File: src/rtl/reg_file_mp.sv
// rtl/reg_file_mp.sv - multi-port register file with write bypass, busy scoreboard and clear sweep
module reg_file_mp #(
  parameter int p_WORD_LEN      = 16,
  parameter int p_REG_ADDR_LEN  = 3,
  parameter int p_REG_FILE_SIZE = 8,
  parameter int p_RD_PORTS      = 2,
  parameter int p_WR_PORTS      = 1,
  parameter int p_BYPASS        = 1
) (
  input  logic                                 i_clk,
  input  logic                                 i_rst,
  input  logic [p_RD_PORTS*p_REG_ADDR_LEN-1:0] i_rd_addr,
  output logic [p_RD_PORTS*p_WORD_LEN-1:0]     o_rd_data,
  output logic [p_RD_PORTS-1:0]                o_rd_busy,
  input  logic [p_WR_PORTS-1:0]                i_wr_en,
  input  logic [p_WR_PORTS*p_REG_ADDR_LEN-1:0] i_wr_addr,
  input  logic [p_WR_PORTS*p_WORD_LEN-1:0]     i_wr_data,
  input  logic                                 i_rsv_en,
  input  logic [p_REG_ADDR_LEN-1:0]            i_rsv_addr,
  output logic [p_REG_FILE_SIZE-1:0]           o_busy_vec,
  output logic                                 o_ready
);
  localparam int AW = p_REG_ADDR_LEN;
  localparam int W  = p_WORD_LEN;
  localparam int N  = p_REG_FILE_SIZE;

  typedef enum logic {S_CLEAR, S_RUN} state_e;

  state_e        state_q, state_d;
  logic [AW-1:0] idx_q, idx_d;
  logic [W-1:0]  mem_q [N];
  logic [W-1:0]  mem_d [N];
  logic [N-1:0]  busy_q, busy_d;
  logic [AW-1:0] wa;
  logic [AW-1:0] ra;
  logic [W-1:0]  rd_word;
  logic          rd_b;

  always_comb begin
    state_d = state_q;
    idx_d   = idx_q;
    mem_d   = mem_q;
    busy_d  = busy_q;
    wa      = '0;
    if (state_q == S_CLEAR) begin
      mem_d[idx_q] = '0;
      idx_d        = idx_q + AW'(1);
      if (idx_q == AW'(N - 1)) state_d = S_RUN;
    end else begin
      // Ascending port order lets the highest-indexed writer win a collision.
      for (int j = 0; j < p_WR_PORTS; j++) begin
        wa = i_wr_addr[j*AW +: AW];
        if (i_wr_en[j] && wa != '0) begin
          mem_d[wa]  = i_wr_data[j*W +: W];
          busy_d[wa] = 1'b0;
        end
      end
      // Reservation applied after writeback: the new producer owns the register.
      if (i_rsv_en && i_rsv_addr != '0) busy_d[i_rsv_addr] = 1'b1;
    end
    busy_d[0] = 1'b0;
  end

  always_ff @(posedge i_clk) begin
    if (i_rst) begin
      state_q <= S_CLEAR;
      idx_q   <= '0;
      busy_q  <= '0;
    end else begin
      state_q <= state_d;
      idx_q   <= idx_d;
      busy_q  <= busy_d;
    end
  end

  always_ff @(posedge i_clk) begin
    if (!i_rst) mem_q <= mem_d;
  end

  always_comb begin
    o_rd_data = '0;
    o_rd_busy = '0;
    ra        = '0;
    rd_word   = '0;
    rd_b      = 1'b0;
    if (state_q == S_RUN) begin
      for (int k = 0; k < p_RD_PORTS; k++) begin
        ra      = i_rd_addr[k*AW +: AW];
        rd_word = (ra == '0) ? '0 : mem_q[ra];
        rd_b    = busy_q[ra];
        if (p_BYPASS != 0 && ra != '0) begin
          for (int j = 0; j < p_WR_PORTS; j++) begin
            if (i_wr_en[j] && i_wr_addr[j*AW +: AW] == ra) begin
              rd_word = i_wr_data[j*W +: W];
              rd_b    = 1'b0;
            end
          end
        end
        o_rd_data[k*W +: W] = rd_word;
        o_rd_busy[k]        = rd_b;
      end
    end
  end

  assign o_busy_vec = busy_q;
  assign o_ready    = (state_q == S_RUN);

endmodule

File: config.mk
export PLATFORM = sky130hd
export DESIGN_NAME = reg_file_mp
export DESIGN_NICKNAME = d
export VERILOG_FILES = /design/src/rtl/reg_file_mp.sv
export SDC_FILE = /design/constraint.sdc
export NUM_CORES = 1
export LEC_CHECK = 0
export BUFFER_PORTS_ARGS = -buffer_cell sky130_fd_sc_hd__buf_2
export CELL_PAD_IN_SITES_DETAIL_PLACEMENT = 0
export CELL_PAD_IN_SITES_GLOBAL_PLACEMENT = 1
export CORE_AREA = 5 5 107 184
export DETAILED_ROUTE_END_ITERATION = 8
export DIE_AREA = 0 0 112 189
export PLACE_DENSITY_LB_ADDON = 0.1
export SLEW_MARGIN = 20
export SYNTH_ARGS = -nofsm -noshare
export SYNTH_HDL_FRONTEND = slang
export SYNTH_SLANG_ARGS = --single-unit
File: constraint.sdc
create_clock -name i_clk -period 2.85 [get_ports i_clk]
set_input_delay 0.285 -clock i_clk [delete_from_list [all_inputs] [get_ports i_clk]]
set_output_delay 0.285 -clock i_clk [all_outputs]
set_load 0.005 [all_outputs]
======== Word-level counts from Yosys, hierarchy flattened ========
Cells that the tools add are included.
storage, ports and cells
  output and inout port bits .............. 43
  input port bits ......................... 32
  register bits ........................... 140
  word-level logic and storage cells ...... 92
cells by class
  magnitude comparators ................... 12
  mux-type cells .......................... 38
  bitwise logic cells ..................... 10
  add/subtract/negate cells ............... 1
  equal/unequal tests ..................... 4
  reduce and logical (&&, ||, !) cells .... 15
operator list
  operator              count
  $mux W128             2
  $mux W16              12
  $and A128 B128 Y128   1
  $bwmux W128           1
  $not A128 Y128        1
  $bmux W16 S3          2
  $demux W16 S3         2
  $mux W32              1
  $mux W8               3
  $ge A4 B4 Y1 const B  4
  $lt A3 B4 Y1 const B  4
  $not A3 Y4            4
  $reduce_bool A3 Y1    4
  $mux W1               10
  $and A8 B8 Y8         1
  $logic_and A1 B1 Y1   8
  $lt A4 B1 Y1 const B  2
  $not A8 Y8            1
  $or A8 B8 Y8          1
  $bmux W1 S3           2
  $demux W1 S3          2
  $eq A3 B3 Y1          2
  $ge A3 B1 Y1 const B  2
  $logic_not A3 Y1      2
  other kinds (6)       6

======== Longest topological paths before layout ========
Gate-level depths: netlist of the first run.
  depth in word-level cells ............... 10
  gate-level depth with buffers ........... 7
  depth with buffers taken out ............ 4

======== Worst setup path after synthesis of the first run ========
No wires, ideal clock.
  path type ............................... input port to flip-flop
  from .................................... input port i_wr_addr[1]
  to ...................................... register mem_q[48] (netlist bit), enable pin
  setup slack ............................. 0.467 ns
  setup time .............................. 0.394 ns
  stages .................................. 5
  arrival time ............................ 1.989 ns
  path buffers ............................ 3
  data required time ...................... 2.456 ns
  path through ............................ buf_4 -> or3b_1 -> clkbuf_1 -> clkbuf_1 -> a21oi_1
on the way
  longest elaborated chain between the ends .. 4
RTL lines
  what                                line  text
  from (decl)                         16    input logic [p_WR_PORTS*p_REG_ADDR_LEN-1:0] i_wr_addr,
  $reduce_bool A3 Y1                  53    if (i_wr_en[j] && wa != '0) begin
  $logic_and A1 B1 Y1                 53
  $ne A2 B1 Y1 (no source line)       n/a
  $reduce_and A2 Y1 (no source line)  n/a
  to (signal assigned)                77    if (!i_rst) mem_q <= mem_d;
  to (decl)                           31    logic [W-1:0] mem_q [N];
No other way between the ends.
A chain may end at the register's enable or synchronous reset.

======== Worst setup path after layout of the first run ========
  from .................................... register state_q, in the netlist o_ready
  to ...................................... output port o_rd_data[26]
on the way
  longest elaborated chain between the ends .. 1
RTL lines
  what                    line  text
  from (decl)             29    state_e state_q, state_d;
  from (signal assigned)  70    state_q <= state_d;
  $mux W32                86    if (state_q == S_RUN) begin
  to (decl)               13    output logic [p_RD_PORTS*p_WORD_LEN-1:0] o_rd_data,
No other way between the ends.

==> flow_summary.json, run 1 <==
{
  "grt_pass1_vias": 6913,
  "synth_fp_nets": 727,
  "cap_viol_max_count": 0,
  "power.density_mw_per_mm2": 575,
  "overflow": 0,
  "final.setup_skew_ns": 0.00860,
  "finalHoldViolCount": 0,
  "cts_tree": "built",
  "combPwrFrac_pct": 15.8,
  "crit_slowest_cell": "dfxtp_2",
  "tightest_slew_ns": 1.07,
  "dieArea_mm2": 0.0212,
  "synth_edf_count": 128,
  "yosys-mux-area-fraction_pct": 22.4,
  "fin_area_mm2": 0.00985,
  "seqPwrFrac_pct": 46.2,
  "antenna_found_initial": 1,
  "hpwl_um": 19400,
  "arrival_ns": 2.35,
  "synth-simple-area-share_pct": 9.37,
  "clk_pin_slew_ns": 0.06,
  "post-route-min-period_ns": 2.64,
  "yosysWarnings": 0,
  "cts_setup_buffers": 0,
  "numCtsBuffers": 17,
  "track_usage_pct": 27.3,
  "drt-pass1-iter-count": 5,
  "vias_per_cell": 6.64,
  "drc_errors": 0,
  "dieHeight_um": 189,
  "p_switching_uw": 1550,
  "critPathLaunchType": "flop",
  "gp_congestion": 0.847,
  "final_common_cell": "edfxtp_1",
  "worstHoldPathType": "input port to flop",
  "synthAdderAreaFrac_pct": 0.286,
  "total_leakage_power_uw": 0.00387,
  "drt_iter0_markers": 559,
  "synth_cell_types": 44,
  "hold_buffers": 0,
  "report.power.total_uw": 5670,
  "io_buffers": 73,
  "seq_area_frac_synth_pct": 46.4,
  "nets": 796,
  "wire_per_inst_um": 28.8,
  "final_cell_mix": "128 x edfxtp_1, 102 x nand2_1, 78 x o21ai_0",
  "fmax_mhz": 379,
  "max-vdd-ir-drop_v": 0.000364,
  "placed_area_mm2": 0.00928,
  "crit_required_ns": 2.57,
  "grt_pass1_wl_um": 43000,
  "clock_path_buffers": 2,
  "slowest_delay_ns": 0.74,
  "ctsResizeCount": 0,
  "relSlewSlack_pct": 28.2,
  "synth_top_family_by_area": "multiplexers",
  "numClockSinks": 139,
  "diodes": 0,
  "fill_cells": 1560,
  "layout-drive-gt1-share_pct": 26.7,
  "rsz0062_at_grt": "no",
  "die_w_um": 112,
  "async_flop_share_pct": 0,
  "finalCritPeriodShare_pct": 92.5,
  "synthXorXnorAreaFrac_pct": 0.700,
  "ys.flop_type": "edfxtp_1",
  "final_antenna_net_count": 0,
  "routed_wl_um": 29100,
  "num_rows": 65,
  "worstSetupPathType": "flop to output pin",
  "p_int_uw": 4120,
  "clock_latency_ns": 0.42,
  "ys_ff_latch": 139,
  "tns_ns": 0,
  "core_area_mm2": 0.0180,
  "status": "finished, final reports clean",
  "slew_viol_final": 0,
  "crit_fanout": 30,
  "cts_htree_levels": 4,
  "crit_chain": "nand2b_1, buf_4, a211oi_1, buf_2",
  "swShare_pct": 27.3,
  "critPathCaptureType": "output pin",
  "synth_cells": 693,
  "cts-root-buf": "clkbuf_16",
  "syn_avg_cell_area_um2": 12.6,
  "clkPwrFrac_pct": 38.1,
  "syn_area_mm2": 0.00876,
  "initial_utilization_pct": 48.8,
  "grt_max_degree": 39,
  "finalSetupViolCount": 0,
  "ios": 75,
  "synth_compound_area_share_pct": 15.3,
  "area_growth_pct": 12.4,
  "route.vias.total": 6698
}
-- power groups by stage --
| stage | clock (uW) | combinational, uW | sequential (uW) |
|---|---|---|---|
| 2_1_floorplan | 0 | 647 | 2590 |
| 3_3_place_gp | 0 | 861 | 2640 |
| 3_5_place_dp | 0 | 882 | 2650 |
| 4_1_cts | 2180 | 886 | 2610 |
| 5_1_grt | 2270 | 950 | 2630 |
| 6_report | 2160 | 894 | 2620 |
-- area by class of cell --
cell class	count	area [um2]	area share (%)
Multi-Input combinational cell	491	4230	42.9
Sequential cell	139	4070	41.3
Timing Repair Buffer	110	681	6.91
Clock buffer	19	453	4.60
Tap cell	234	293	2.97
Clock inverter	13	118	1.19
Inverter	3	11.3	0.114
-- worst paths after layout --
check	startpoint	end	slack (ns)	cells past startpoint
worst max-delay path	o_ready	o_rd_data[26]	0.21	4
worst min-delay path	i_rsv_addr[0]	o_busy_vec[5]	0.19	3
worst max register to register	o_ready	mem_q[124]	0.67	3
worst min register to register	o_busy_vec[5]	o_busy_vec[5]	0.53	2
-- critical path: cells and delay by family (launching register included) --
kind                   cells  cell delay, ns
AOI/OAI and AO/OA          1            0.25
and+or+nand+nor            1            0.44
buffers and inverters      2            0.49
DFF                        1            0.74
-- Yosys cell counts (11+ instances only) --
cell type / number / area, um2
edfxtp_1: 128 / 3840
nand2_1: 102 / 383
a22o_1: 48 / 420
clkbuf_1: 14 / 52.6
buf_4: 12 / 90.1
mux4_1: 22 / 578
nor2_1: 44 / 165
o21ai_0: 78 / 390
buf_6: 17 / 191
mux2i_1: 38 / 380
a211oi_1: 32 / 240
buf_2: 12 / 60.1
dfxtp_1: 11 / 220
and2_1: 16 / 100
mux4_2: 44 / 991
-- through the flow --
step | hold slack, ns | utilization (%) | worst slack [ns] | instances
4_1_cts | 0.163 | 54.8 | 0.149 | 1009
2_1_floorplan | 0.354 | - | 0.467 | 693
3_3_place_gp | 0.507 | 51.6 | 0.600 | 977
3_5_place_dp | 0.514 | 51.6 | 0.576 | 977
6_report | 0.187 | 54.8 | 0.214 | 1009
5_1_grt | 0.181 | 54.8 | 0.107 | 1009
-- cells by family (layout without fill, tap and decap cells) --
logic type | Yosys count | in the layout
compound gates | 189 | 189
simple gates | 187 | 187
flops | 139 | 139
mux | 105 | 105
buf+inv | 63 | 145
xor+xnor | 7 | 7
fa+ha+maj | 2 | 2
other cells | 1 | 1
-- registers in the layout (all words and copies together) (netlist names) --
signal	count
o_busy_vec	7
idx_q	3
o_ready	1
mem_q	128
-- metal layers --
metal / part of all wire [%] / global-route usage [%] / vias up
met5: 0 / 0 / -
li1: - / - / 2875
met4: 3.8 / 12.9 / 0
met2: 54 / 49.8 / 354
met3: 7.4 / 5.12 / 77
met1: 35 / 30.5 / 3392
Note: power is estimated with default switching activity, not from simulation.
==> run 2: changes to the inputs <==
- CORE_AREA: 5 5 107 184 -> 5 5 126 218
- DIE_AREA: 0 0 112 189 -> 0 0 131 223
==> flow_summary.json, run 2 (synthesis results as in run 1) <==
{
  "crit_required_ns": 2.57,
  "regMostFlops": "mem_q",
  "drt_iter0_markers": 513,
  "drc_errors": 0,
  "core_area_mm2": 0.0256,
  "max-vdd-ir-drop_v": 0.000381,
  "finalHoldViolCount": 0,
  "seqPwrFrac_pct": 44.6,
  "tightest_slew_ns": 0.977,
  "cts_setup_buffers": 0,
  "critPathCaptureType": "output pin",
  "placed_area_mm2": 0.00942,
  "fmax_mhz": 416,
  "status": "finished, final reports clean",
  "vias_per_cell": 6.09,
  "wire_per_inst_um": 29.2,
  "routed_wl_um": 32000,
  "clock_path_buffers": 2,
  "nets": 800,
  "swShare_pct": 27.4,
  "finalCritPeriodShare_pct": 84.4,
  "largest_reg_flops": 128,
  "grt_pass1_vias": 6878,
  "final_cell_mix": "128 x edfxtp_1, 102 x nand2_1, 78 x o21ai_0",
  "gp_congestion": 0.867,
  "slowest_delay_ns": 0.78,
  "cap_viol_max_count": 0,
  "area_growth_pct": 14.5,
  "slew_viol_final": 0,
  "holdPathEnd": "o_busy_vec[1]",
  "relSlewSlack_pct": 34.5,
  "worstSetupPathType": "input port to output pin",
  "numCtsBuffers": 17,
  "clock_latency_ns": 0.44,
  "route.vias.total": 6696,
  "drt-pass1-iter-count": 5,
  "crit_slowest_cell": "o31ai_2",
  "hpwl_um": 21600,
  "layout-drive-gt1-share_pct": 27.1,
  "total_leakage_power_uw": 0.00392,
  "hold_depth": 3,
  "numClockSinks": 139,
  "initial_utilization_pct": 34.3,
  "cts_tree": "built",
  "clk_pin_slew_ns": 0.07,
  "fin_area_mm2": 0.0100,
  "die_w_um": 131,
  "fill_cells": 2473,
  "crit_chain": "buf_2, buf_12, o31ai_2, buf_4, a211oi_1, buf_2",
  "p_int_uw": 4260,
  "p_switching_uw": 1610,
  "final_antenna_net_count": 0,
  "arrival_ns": 2.12,
  "dieHeight_um": 223,
  "final.setup_skew_ns": 0.00891,
  "hp-start": "i_rsv_addr[0]",
  "r2r_start": "o_ready",
  "ff2ff_path_depth": 4,
  "dieArea_mm2": 0.0292,
  "tns_ns": 0,
  "worstHoldPathType": "input port to flop",
  "reg2reg_slack_ns": 0.74,
  "r2r-end": "mem_q[107]",
  "grt_max_degree": 37,
  "ios": 75,
  "crit_fanout": 11,
  "cts-root-buf": "clkbuf_16",
  "antenna_found_initial": 0,
  "track_usage_pct": 22.3,
  "clkPwrFrac_pct": 39.8,
  "final_common_cell": "edfxtp_1",
  "finalSetupViolCount": 0,
  "critPathLaunchType": "input port",
  "overflow": 0,
  "combPwrFrac_pct": 15.6,
  "rsz0062_at_grt": "no",
  "cts_htree_levels": 4,
  "ctsResizeCount": 0,
  "hold_buffers": 0,
  "power.density_mw_per_mm2": 585,
  "num_rows": 78,
  "io_buffers": 73,
  "path_common_cell": "buf_2",
  "diodes": 0,
  "post-route-min-period_ns": 2.40,
  "grt_pass1_wl_um": 46600
}
run 2: cell count changes in the layout (fill, tap and decap cells not counted), moves of 2 or more:
| cell | previous run | this run |
|---|---|---|
| buf_4 | 34 | 38 |
| bufinv_16 | 1 | 3 |
| clkinv_4 | 1 | 5 |
| clkbuf_8 | 2 | 0 |
| clkinvlp_4 | 5 | 2 |
| clkinv_2 | 3 | 1 |
run 2: worst max-delay path by stage:
stage,startpoint,end,slack (ns),cells past startpoint
after global placement,i_rd_addr[2],o_rd_data[10],0.46,6
after detailed placement,i_rd_addr[2],o_rd_data[10],0.46,6
after CTS,i_rd_addr[2],o_rd_data[10],0.46,6
final,i_rd_addr[2],o_rd_data[10],0.45,6
after floorplan,i_wr_addr[1],mem_q[48],0.47,5
after global routing,i_rd_addr[2],o_rd_data[10],0.40,6
run 2: area by class of cell:
| type | instances | area (um2) | area share, % |
|---|---|---|---|
| clock buffers | 17 | 425 | 4.24 |
| clock inverters | 15 | 189 | 1.88 |
| inverters | 3 | 11.3 | 0.112 |
| multi-input cells | 491 | 4230 | 42.2 |
| flip-flops and latches | 139 | 4070 | 40.5 |
| well taps | 320 | 400 | 3.99 |
| repair buffers | 114 | 711 | 7.08 |
run 2: through the flow:
| stage | worst slack, ns | hold WS (ns) | utilization [%] | total power, uW | std cells |
|---|---|---|---|---|---|
| after CTS | 0.460 | 0.147 | 39.2 | 5910 | 1099 |
| after global placement | 0.461 | 0.529 | 36.8 | 3540 | 1067 |
| after global routing | 0.401 | 0.185 | 39.2 | 6080 | 1099 |
| final | 0.445 | 0.164 | 39.2 | 5870 | 1099 |
| after floorplan | 0.467 | 0.354 | - | 3230 | 693 |
| after detailed placement | 0.460 | 0.524 | 36.8 | 3570 | 1067 |
run 2: routing by layer:
metal | vias to the layer above | track usage, % | share of wire (%)
li1 | 2887 | - | -
met1 | 3415 | 26.0 | 37
met2 | 317 | 39.5 | 53
met3 | 77 | 3.76 | 5.5
met4 | 0 | 9.56 | 3.9
met5 | - | 0 | 0
run 2: critical path, delay by kind of cell:
kind,cells,cell delay [ns]
AOI/OAI and AO/OA,2,0.87
buffers and inverters,4,0.94
run 2: power groups by stage:
stage | clock, uW | combinational [uW] | sequential, uW
finish | 2340 | 915 | 2620
global placement | 0 | 895 | 2640
detailed placement | 0 | 914 | 2650
floorplan | 0 | 647 | 2590
CTS | 2380 | 918 | 2610
global route | 2460 | 985 | 2630
